`config.mk`:
```
export PLATFORM = sky130hd
export DESIGN_NAME = ex_sat_stage
export DESIGN_NICKNAME = d
export VERILOG_FILES = /design/src/rtl/ex_sat_stage.sv
export SDC_FILE = /design/constraint.sdc
export NUM_CORES = 1
export LEC_CHECK = 0
export ABC_AREA = 0
export CAP_MARGIN = 10
export CORE_MARGIN = 2
export CORE_UTILIZATION = 48
export CTS_BUF_LIST = sky130_fd_sc_hd__clkbuf_8
export CTS_CLUSTER_DIAMETER = 120
export DETAILED_ROUTE_END_ITERATION = 8
export HOLD_SLACK_MARGIN = 0.03
export PLACE_DENSITY = 0.79
export SETUP_SLACK_MARGIN = 0.05
export SLEW_MARGIN = 20
export SYNTH_ARGS = -nofsm -noshare
export SYNTH_HDL_FRONTEND = slang
export SYNTH_SLANG_ARGS = --single-unit
```
`constraint.sdc`:
```
create_clock -name clk -period 1.05 [get_ports clk]
set_input_delay 0.1575 -clock clk [delete_from_list [all_inputs] [get_ports clk]]
set_output_delay 0.1575 -clock clk [all_outputs]
set_load 0.05 [all_outputs]
```
`src/rtl/ex_sat_stage.sv`:
```
// ex_sat_stage: single-cycle execute stage with a 16-bit signed saturating
// ALU (ADD/SUB/XOR/PASSB), registered result, valid bit and Z/V/N flags.
// Supports stall (hold everything) and flush (squash the capture, flush
// wins over stall).
module ex_sat_stage (
  input  logic        clk,
  input  logic        rst_n,
  input  logic        in_valid,
  input  logic [1:0]  op,
  input  logic [15:0] a,
  input  logic [15:0] b,
  input  logic        stall,
  input  logic        flush,
  output logic        out_valid,
  output logic [15:0] result,
  output logic        flag_z,
  output logic        flag_v,
  output logic        flag_n
);

  typedef enum logic [1:0] {
    OP_ADD   = 2'b00,
    OP_SUB   = 2'b01,
    OP_XOR   = 2'b10,
    OP_PASSB = 2'b11
  } op_e;

  op_e         op_sel;
  logic        is_sub;
  logic [15:0] b_eff;
  logic [15:0] raw_sum;
  logic        arith_ovf;
  logic [15:0] sat_sum;
  logic [15:0] xor_val;

  logic        out_valid_d, out_valid_q;
  logic [15:0] result_d,    result_q;
  logic        flag_z_d,    flag_z_q;
  logic        flag_v_d,    flag_v_q;
  logic        flag_n_d,    flag_n_q;

  assign op_sel = op_e'(op);

  // Adder datapath: SUB is a + ~b + 1, overflow judged from the signs of the
  // two adder operands against the raw sum, then clamped to the signed range.
  always_comb begin
    is_sub    = (op_sel == OP_SUB);
    b_eff     = is_sub ? ~b : b;
    raw_sum   = a + b_eff + {15'b0, is_sub};
    arith_ovf = (a[15] == b_eff[15]) && (raw_sum[15] != a[15]);
    sat_sum   = arith_ovf ? (a[15] ? 16'h8000 : 16'h7FFF) : raw_sum;
    xor_val   = a ^ b;
  end

  // Next-state selection: flush squashes, stall holds, otherwise capture or bubble.
  always_comb begin
    out_valid_d = out_valid_q;
    result_d    = result_q;
    flag_z_d    = flag_z_q;
    flag_v_d    = flag_v_q;
    flag_n_d    = flag_n_q;
    if (flush) begin
      out_valid_d = 1'b0;
      result_d    = '0;
    end else if (!stall) begin
      if (!in_valid) begin
        out_valid_d = 1'b0;
      end else begin
        out_valid_d = 1'b1;
        unique case (op_sel)
          OP_ADD, OP_SUB: begin
            result_d = sat_sum;
            flag_z_d = (sat_sum == 16'h0000);
            flag_n_d = sat_sum[15];
            flag_v_d = arith_ovf;
          end
          OP_XOR: begin
            result_d = xor_val;
            flag_z_d = (xor_val == 16'h0000);
          end
          OP_PASSB: begin
            result_d = b;
          end
        endcase
      end
    end
  end

  // Pipeline register with asynchronous active-low reset.
  always_ff @(posedge clk or negedge rst_n) begin
    if (!rst_n) begin
      out_valid_q <= 1'b0;
      result_q    <= '0;
      flag_z_q    <= 1'b0;
      flag_v_q    <= 1'b0;
      flag_n_q    <= 1'b0;
    end else begin
      out_valid_q <= out_valid_d;
      result_q    <= result_d;
      flag_z_q    <= flag_z_d;
      flag_v_q    <= flag_v_d;
      flag_n_q    <= flag_n_d;
    end
  end

  assign out_valid = out_valid_q;
  assign result    = result_q;
  assign flag_z    = flag_z_q;
  assign flag_v    = flag_v_q;
  assign flag_n    = flag_n_q;

endmodule

```
==> summary.md, run 1 <==
| Metric | Value |
|---|---|
| Run status | `stopped before the end` |
| Last stage | `5_1_grt` |
| First Err | `[ERROR GRT-0232] Routing congestion too high. Check the congestion heatmap in the GUI.` |
| GR Overflow Total | `22` |
| H-tree levels | `1` |
| Number of synthesis warnings | `0` |
| Worst-path end type | `sequential cell input` |
| Synthesis-stage register bit count | `20` |
| Top cells by area, synth | `dfrtp_1 (18%), xnor2_1 (16%), ha_1 (6.9%)` |
| Initial Util | `0.495` |
| Dominant synthesized flop cell | `dfrtp_1` |
| Largest family of logic cells by synthesized area | `compound AO/OA/AOI/OAI gates` |
| Top-count cell post-synth | `xnor2_1` |
| TritonCTS Buffers | `3` |
| Yosys top cell area share | `0.184` |
| Cell variety after synth | `68` |
| Top Ports | `slightly below 60` |
| DP Area | `4370 µm²` |
| Mux contribution to synthesized area | `0.00781` |
| Grt repair worst endpoint | `flag_z$_DFFE_PN0P_/D` |
| Mapped Nets | `377` |
| GP Congestion | `0.969` |
| Die height | `79.3 µm` |
| Adder-Cell Fraction of Synth Area | `0.0763` |
| Post-Syn Instances | `322` |
| Post-synthesis cell area | `2720 µm²` |
| CTS max path bufs | `2` |
| CTS root buf | `clkbuf_8` |
| # rows | `27` |
| Avg Inst Size Synth | `8.46 µm²` |
| Ys async rst share | `1.00` |
| Xor-xnor portion of the synthesized cell area | `0.170` |
| Die Width | `79.3 µm` |
| Compound-Gate Fraction of Synth Area | `0.345` |
| Number of port buffers | `58` |
| CTS Sinks | `20` |
| Most common library cells after synthesis | `xnor2_1 (49), a21oi_1 (29), dfrtp_1 (20), nor2b_1 (18)` |
| EDFF count, synth | `0` |
| Register area share after synthesis | `0.184` |
| Largest net degree at the start of global routing | `26` |
| Post-synth top area cell | `dfrtp_1` |
| HPWL after DPL | `7.76 mm` |
| Simple-gate share of the synthesized area | `0.178` |
| GR Util All Layers | `0.686` |
through the flow:
| stage | setup WS (ns) | hold WS (ns) | cells | TNS, ns |
|---|---|---|---|---|
| 2_1_floorplan | -1.55 | -0.138 | 322 | -28.13 |
| 3_3_place_gp | -2.12 | 0.516 | 536 | -39.19 |
| 3_5_place_dp | -2.20 | 0.521 | 536 | -40.43 |
| 4_1_cts | -1.44 | 0.251 | 561 | -24.12 |
logic make-up after synthesis:
group,Yosys count
compound gates,124
xor+xnor,53
fa+ha+maj,16
buf+inv,24
flops,20
mux,2
simple gates,83
what timing repair did:
action                                  CTS
hold endpoints to repair                  0
gates cloned                              3
endpoints found under the setup margin   25
gates resized for setup                  93
setup buffers                            19
pin swaps                                53
hold buffers                              0
layer usage:
| layer | track usage | GRT overflow |
|---|---|---|
| met1 | 0.708 | 0 |
| met2 | 0.886 | 16 |
| met3 | 0.435 | 0 |
| met4 | 0.719 | 6 |
| met5 | 0.100 | 0 |
==> inputs of run 2 (changes only) <==
Settings changed: CORE_UTILIZATION 48 to 40, CTS_BUF_LIST sky130_fd_sc_hd__clkbuf_8 to unset, CTS_CLUSTER_DIAMETER 120 to unset, HOLD_SLACK_MARGIN 0.03 to unset, PLACE_DENSITY 0.79 to unset, PLACE_DENSITY_LB_ADDON set to 0.15, SETUP_SLACK_MARGIN 0.05 to unset.
Clock period 1.05 ns to 1.4 ns, I/O delays scaled along.
==> summary.md, run 2 <==
| Metric | Value |
|---|---|
| Core Area | `6680 µm²` |
| Ant. Diodes | `0` |
| GR Util All Layers | `0.274` |
| Setup WS pre-CTS | `-1.96 ns (was -2.20 ns)` |
| Switching share of power | `0.416` |
| Startpoint types | `input pin` |
| CTS max path bufs | `2 (unchanged)` |
| RSZ-0062 raised after global routing | `yes` |
| Gate power share | `0.721` |
| Initial Util | `0.408 (was 0.495)` |
| Total negative slack | `-19.93 ns` |
| CP Class | `input pin to flip-flop` |
| Critical Path Fanout Max | `4` |
| Vias in the first global route | `between 3000 and 4000` |
| Mux contribution to synthesized area | `0.00781 (unchanged)` |
| Synthesis-stage register bit count | `20 (unchanged)` |
| TritonCTS Buffers | `3 (unchanged)` |
| Most frequent cells in the layout | `buf_4 (102), xnor2_1 (41), a21oi_1 (25)` |
| Critical Path Stages | `12` |
| H-tree levels | `1 (unchanged)` |
| Fin crit period | `2.57 ns` |
| Largest register FFs | `16` |
| Routed Wire Length | `10.6 mm` |
| VDD IR max | `0.349 mV` |
| Die area | `roughly 7500 µm²` |
| Die height | `86.5 µm (was 79.3 µm)` |
| Top Ports | `59 (unchanged)` |
| Initial DRC Count | `262` |
| Non-Filler Instances | `566` |
| Placed cells | `550 (was 536)` |
| Fill cells | `468` |
| Switching power | `0.00157 W` |
| Seq pwr share | `0.182` |
| Rel. slew slack | `0.630` |
| Worst Setup End Kind | `flip-flop` |
| Failing checks | `negative setup slack` |
| Vias post-DR | `3317` |
| Post-synth top area cell | `dfrtp_1 (unchanged)` |
| Met3 Usage GRT | `0.0190` |
| Final Skew | `0 ns` |
| Simple-gate share of the synthesized area | `0.178 (unchanged)` |
| Number of synthesis warnings | `0 (unchanged)` |
| Post-synthesis cell area | `2720 µm² (unchanged)` |
| Critical path's largest stage delay | `0.37 ns` |
| R2R depth | `3` |
| Flop2flop setup slack | `0.12 ns` |
| Ys async rst share | `1.00 (unchanged)` |
| Final-report hold violation count | `0` |
| Dominant synthesized flop cell | `dfrtp_1 (unchanged)` |
| Syn-to-layout area delta | `81.0%` |
| Layout cells sized above 1 | `0.422` |
| Worst EP required | `1.57 ns` |
| Worst-path clk slew | `0.07 ns` |
| GR Overflow Total | `0` |
| CTS Sinks | `20 (unchanged)` |
| Leak | `roughly 2.1 nW` |
| Reg2reg start | `flag_z$_DFFE_PN0P_` |
| Top-count cell post-synth | `xnor2_1 (unchanged)` |
| Largest family of logic cells by synthesized area | `compound AO/OA/AOI/OAI gates (unchanged)` |
| CTS root buf | `clkbuf_8 (unchanged)` |
| Routed wire per std cell | `18.7 µm` |
| CTS tree | `done` |
| Final period util | `1.83` |
| Number of port buffers | `58 (unchanged)` |
| Largest delay share family, worst path | `compound AO/OA/AOI/OAI gates` |
| Critical path cell sequence | `buf_12 > buf_6 > nor3b_4 > a21o_2 > fa_2 > a211oi_4 > o21ai_2 > or3b_4 > nand4_1 > a2111oi_4 > nand3_1 > a211oi_2` |
| Vias per cell | `5.86` |
| Most used routing layer in global routing | `met2` |
| Most common library cells after synthesis | `xnor2_1 (49), a21oi_1 (29), dfrtp_1 (20), nor2b_1 (18) (unchanged)` |
| Worst Setup EP | `flag_z$_DFFE_PN0P_` |
| Crit path DAT | `2.74 ns` |
| Buf+Inv Stages, Crit Path | `2` |
| F_max | `roughly 0.39 GHz` |
| Yosys top cell area share | `0.184 (unchanged)` |
| # rows | `30 (was 27)` |
| DR pass1 iterations | `5` |
| Cell variety after synth | `68 (unchanged)` |
| Most common cell after layout, fill and taps aside | `buf_4` |
| Drt drc | `0` |
| Avg Inst Size Synth | `8.46 µm² (unchanged)` |
| Clock latency on the worst-skew pair | `0.25 ns` |
| Critical Path Start | `op[0]` |
| EDFF count, synth | `0 (unchanged)` |
| Compound-Gate Fraction of Synth Area | `0.345 (unchanged)` |
| Met2 usage | `0.471` |
| GP Congestion | `0.873 (was 0.969)` |
| Detail Route Antenna Nets | `0` |
| Met1 Track Usage GR | `0.362` |
| HPWL after DPL | `7.54 mm (was 7.76 mm)` |
| Initial antenna violation count | `0` |
| Final setup fails | `19` |
| Run status | `finished with violations (was stopped before the end)` |
| Adder-Cell Fraction of Synth Area | `0.0763 (unchanged)` |
| Post-Syn Instances | `322 (unchanged)` |
| Slowest CP cell | `fa_2` |
| Worst hold-check path type | `input pin to asynchronous set/reset pin` |
| Slew @ Worst Pin | `0.552 ns` |
| Xor-xnor portion of the synthesized cell area | `0.170 (unchanged)` |
| Die Width | `86.5 µm (was 79.3 µm)` |
| Int Pwr | `0.00221 W` |
| Worst reg2reg path endpoint | `flag_z$_DFFE_PN0P_` |
| Final slew viol count | `0` |
| Register area share after synthesis | `0.184 (unchanged)` |
| Setup ws final | `-1.17 ns` |
| Max Cap Violations | `0` |
| Clk pwr share | `0.097` |
| Pwr/cell area | `767 nW/µm²` |
| Mapped Nets | `377 (unchanged)` |
| First-pass GRT wire length | `~16 mm` |
| Final net count | `543` |
| Largest net degree at the start of global routing | `26` |
| Top cells by area, synth | `dfrtp_1 (18%), xnor2_1 (16%), ha_1 (6.9%) (unchanged)` |
[run 2: cell counts after synthesis]
No cell type changed its count.
[run 2: final cells by class]
type                       instances  area, µm²  share of cell area
clock buffer                       3       41.3             0.00838
inverter                           8       37.5             0.00761
multi-input combinational        280       2540               0.515
sequential                        20        500               0.102
tap                               80        100              0.0203
timing repair buffer             175       1710               0.347
[run 2: cell families (layout without fill, tap and decap cells)]
kind of cell	Yosys count	in the layout
adders and majority gates	16	16
muxes	2	2
and+or+nand+nor	83	84
buffers and inverters	24	186
DFF	20	20
xor gates and xnor gates	53	53
AOI/OAI and AO/OA	124	125
[run 2: how the worst min path moves through the flow]
stage	from	endpoint
CTS	rst_n	result[5]$_DFFE_PN0P_
global route	rst_n	result[2]$_DFFE_PN0P_
finish	rst_n	result[2]$_DFFE_PN0P_
floorplan	rst_n	flag_n$_DFFE_PN0P_
detailed placement	result[11]$_DFFE_PN0P_	result[11]$_DFFE_PN0P_
global placement	result[3]$_DFFE_PN0P_	result[3]$_DFFE_PN0P_
[run 2: power groups by stage]
stage	Combinational [W]	Sequential, W	Clock [W]
CTS	0.00255	0.000690	0.000370
floorplan	0.00105	0.000849	0
global route	0.00288	0.000696	0.000387
global placement	0.00226	0.000698	0
detailed placement	0.00230	0.000701	0
finish	0.00272	0.000689	0.000367
[run 2: timing repair]
action | 4_1_cts | 5_1_grt
resized for setup | 91 | 18
hold buffers | 0 | 0
setup buffers | 8 | 3
cloned | 3 | 0
endpoints found under the setup margin | 19 | 19
pin swaps | 36 | 23
[run 2: per-layer routing]
layer / wire length, µm / up-vias / share of wire
li1: - / 1561 / -
met1: 4460 / 1580 / 0.42
met2: 5160 / 140 / 0.49
met3: 592 / 36 / 0.056
met4: 387 / 0 / 0.037
met5: 0 / - / 0
[run 2: per-stage QoR]
step	total power [W]	util	hold slack (ns)	cell area (µm²)
global placement	0.00296	0.662	0.557	4420
finish	0.00378	0.738	0.290	4930
global route	0.00397	0.738	0.316	4930
floorplan	0.00190	-	-0.0856	2830
CTS	0.00361	0.721	0.303	4810
detailed placement	0.00300	0.662	0.563	4420
[run 2: worst reg2reg max path, stage by stage (launching register included)]
cell      delay [ns]
dfrtp_1         0.42
mux2_2          0.30
a211oi_1        0.31
a211oi_2        0.12
No activity file was read; power rests on OpenSTA's default activity.
==> inputs of run 3 (changes only) <==
Settings changed: RECOVER_POWER set to 50, SKIP_LAST_GASP set to 1.
Clock period 1.4 ns to 2.6 ns, I/O delays scaled along.
==> summary.md, run 3 (synthesis results as in run 2) <==
| Metric | Value |
|---|---|
| GR Util All Layers | `0.254 (was 0.274)` |
| Routed Wire Length | `9.96 mm (was 10.6 mm)` |
| Worst Setup End Kind | `flip-flop (unchanged)` |
| Fill cells | `489 (was 468)` |
| Final setup fails | `19 (unchanged)` |
| GR Overflow Total | `0 (unchanged)` |
| DP Area | `4140 µm² (was 4420 µm²)` |
| HPWL after DPL | `7.01 mm (was 7.54 mm)` |
| Die Width | `86.5 µm (unchanged)` |
| Detail Route Antenna Nets | `0 (unchanged)` |
| Vias post-DR | `3234 (was 3317)` |
| Top Ports | `59 (unchanged)` |
| Initial antenna violation count | `0 (unchanged)` |
| CTS root buf | `clkbuf_8 (unchanged)` |
| CTS Sinks | `20 (unchanged)` |
| Multi-input combinational cell area | `2500 µm² (was 2540 µm²)` |
| Pwr Total | `0.00198 W (was 0.00378 W)` |
| Int Pwr | `0.00117 W (was 0.00221 W)` |
| Critical Path Fanout Max | `6 (was 4)` |
| Number of port buffers | `58 (unchanged)` |
| CTS tree | `done (unchanged)` |
| Routed wire per std cell | `17.3 µm (was 18.7 µm)` |
| Run status | `finished with violations (unchanged)` |
| Vias per cell | `5.61 (was 5.86)` |
| Most frequent cells in the layout | `buf_4 (116), clkdlybuf4s50_1 (45), xnor2_1 (41) (was buf_4 (102), xnor2_1 (41), a21oi_1 (25))` |
| Slowest CP cell | `clkdlybuf4s50_1 (was fa_2)` |
| Failing checks | `negative setup slack (unchanged)` |
| Final period util | `1.08` |
| Initial Util | `0.408 (unchanged)` |
| Initial DRC Count | `223 (was 262)` |
| GP Congestion | `0.897 (was 0.873)` |
| Critical path cell sequence | `clkdlybuf4s50_1 > ha_4 > buf_4 > and2_1 > o311a_1 > a21o_1 > xor2_1 > a2111oi_4 > nand3_1 > a211oi_2 (was buf_12 > buf_6 > nor3b_4 > a21o_2 > fa_2 > a211oi_4 > o21ai_2 > or3b_4 > nand4_1 > a2111oi_4 > nand3_1 > a211oi_2)` |
| Most common cell after layout, fill and taps aside | `buf_4 (unchanged)` |
| VDD IR max | `0.194 mV (was 0.349 mV)` |
| Max Cap Violations | `0 (unchanged)` |
| Largest net degree at the start of global routing | `26 (unchanged)` |
| Ant. Diodes | `0 (unchanged)` |
| Die area | `7490 µm² (unchanged)` |
| Final-report hold violation count | `0 (unchanged)` |
| CTS max path bufs | `2 (unchanged)` |
| Crit path DAT | `2.97 ns (was 2.74 ns)` |
| Final slew viol count | `0 (unchanged)` |
| # rows | `30 (unchanged)` |
| Drt drc | `0 (unchanged)` |
| Setup ws final | `-0.197 ns (was -1.17 ns)` |
| Clk pwr share | `0.119 (was 0.097)` |
| Pwr/cell area | `413 nW/µm² (was 767 nW/µm²)` |
| Total area of sequential cells | `500 µm² (unchanged)` |
| Leak | `2.06 nW (was 2.13 nW)` |
| Max layer used | `met4 (unchanged)` |
| Worst hold-check path type | `flip-flop to flip-flop (was input pin to asynchronous set/reset pin)` |
| Hold Buf Count CTS | `0 (unchanged)` |
| Hold WS | `0.507 ns (was 0.290 ns)` |
| Clock latency on the worst-skew pair | `0.26 ns (was 0.25 ns)` |
| Syn-to-layout area delta | `76.3% (was 81.0%)` |
| H-tree levels | `1 (unchanged)` |
| Startpoint types | `input pin (unchanged)` |
| DR pass1 iterations | `5 (unchanged)` |
| Die height | `86.5 µm (unchanged)` |
| Fin crit period | `2.80 ns` |
| Seq pwr share | `0.179 (was 0.182)` |
| Rel. slew slack | `0.310 (was 0.630)` |
| Buf+Inv Stages, Crit Path | `2 (unchanged)` |
| F_max | `0.358 GHz` |
| Vias in the first global route | `3145 (was 3211)` |
| TritonCTS Buffers | `3 (unchanged)` |
| Layout cells sized above 1 | `0.381 (was 0.422)` |
| RSZ-0062 raised after global routing | `yes (unchanged)` |
| Largest delay share family, worst path | `compound AO/OA/AOI/OAI gates (unchanged)` |
| Critical path's largest stage delay | `0.58 ns (was 0.37 ns)` |
| Worst EP required | `2.77 ns (was 1.57 ns)` |
| Gate power share | `0.703 (was 0.721)` |
| Finished Cell Area | `4800 µm² (was 4930 µm²)` |
| Core Area | `6680 µm² (unchanged)` |
| Switching share of power | `0.411 (was 0.416)` |
| Final core utilization | `0.719 (was 0.738)` |
| WL met1 | `4.49 mm (was 4.46 mm)` |
| Worst-path clk slew | `0.07 ns (about the same)` |
| WL met3 | `432 µm (was 592 µm)` |
| Switching power | `0.000815 W (was 0.00157 W)` |
| First-pass GRT wire length | `15.3 mm (was 16.3 mm)` |
| CP Class | `input pin to flip-flop (unchanged)` |
| Largest register FFs | `16 (unchanged)` |
| Final net count | `552 (was 543)` |
| Met2 routed WL | `4.89 mm (was 5.16 mm)` |
| Slew @ Worst Pin | `1.04 ns (was 0.552 ns)` |
| Final Skew | `0 ns (unchanged)` |
## run 3: metrics by stage
stage               setup TNS [ns]  setup WS [ns]  cells
floorplan                    -3.10         -0.237    322
global placement            -14.47         -0.835    543
detailed placement          -15.39         -0.954    543
CTS                         -0.602         -0.132    573
global route                 -2.97         -0.273    576
finish                       -1.65         -0.197    576
## run 3: worst paths after layout
path / to / slack (ns) / startpoint / cells after the start
setup / recovery: flag_z$_DFFE_PN0P_ / -0.20 / a[7] / 10
hold / removal: result[3]$_DFFE_PN0P_ / 0.51 / result[3]$_DFFE_PN0P_ / 1
setup reg to reg: flag_z$_DFFE_PN0P_ / 1.41 / flag_z$_DFFE_PN0P_ / 3
hold reg to reg: result[3]$_DFFE_PN0P_ / 0.51 / result[3]$_DFFE_PN0P_ / 1
max in group asynchronous: flag_v$_DFFE_PN0P_ / 1.15 / rst_n / 2
min in group asynchronous: result[2]$_DFFE_PN0P_ / 0.83 / rst_n / 2
## run 3: cell type report
type / instances / area share
sequential: 20 / 0.104
timing repair buffer: 186 / 0.336
clock buffer: 4 / 0.0115
inverter: 8 / 0.00782
tap: 80 / 0.0208
multi-input combinational: 278 / 0.520
## run 3: metal layers
metal  GRT usage  vias up
met5           0        -
met2       0.424      103
met1       0.357     1543
met3      0.0181       12
met4      0.0611        0
li1            -     1576
## run 3: worst reg2reg max path, stage by stage (launching register included)
cell	delay (ns)
dfrtp_1	0.39
mux2_2	0.29
a211oi_1	0.27
a211oi_2	0.11
## run 3: timing repair
item                                   in CTS  in global routing
buffers inserted                           25                  3
endpoints found under the hold margin       0                  0
pin swaps                                  29                 20
cloned                                      1                  0
resized for setup                          60                 28
setup endpoints to repair                  19                 19
## run 3: power groups by stage
stage | clock (W) | combinational (W) | sequential (W)
after global routing | 0.000252 | 0.00148 | 0.000357
final | 0.000236 | 0.00139 | 0.000354
after detailed placement | 0 | 0.00116 | 0.000360
after global placement | 0 | 0.00115 | 0.000359
after CTS | 0.000236 | 0.00128 | 0.000355
after floorplan | 0 | 0.000567 | 0.000457
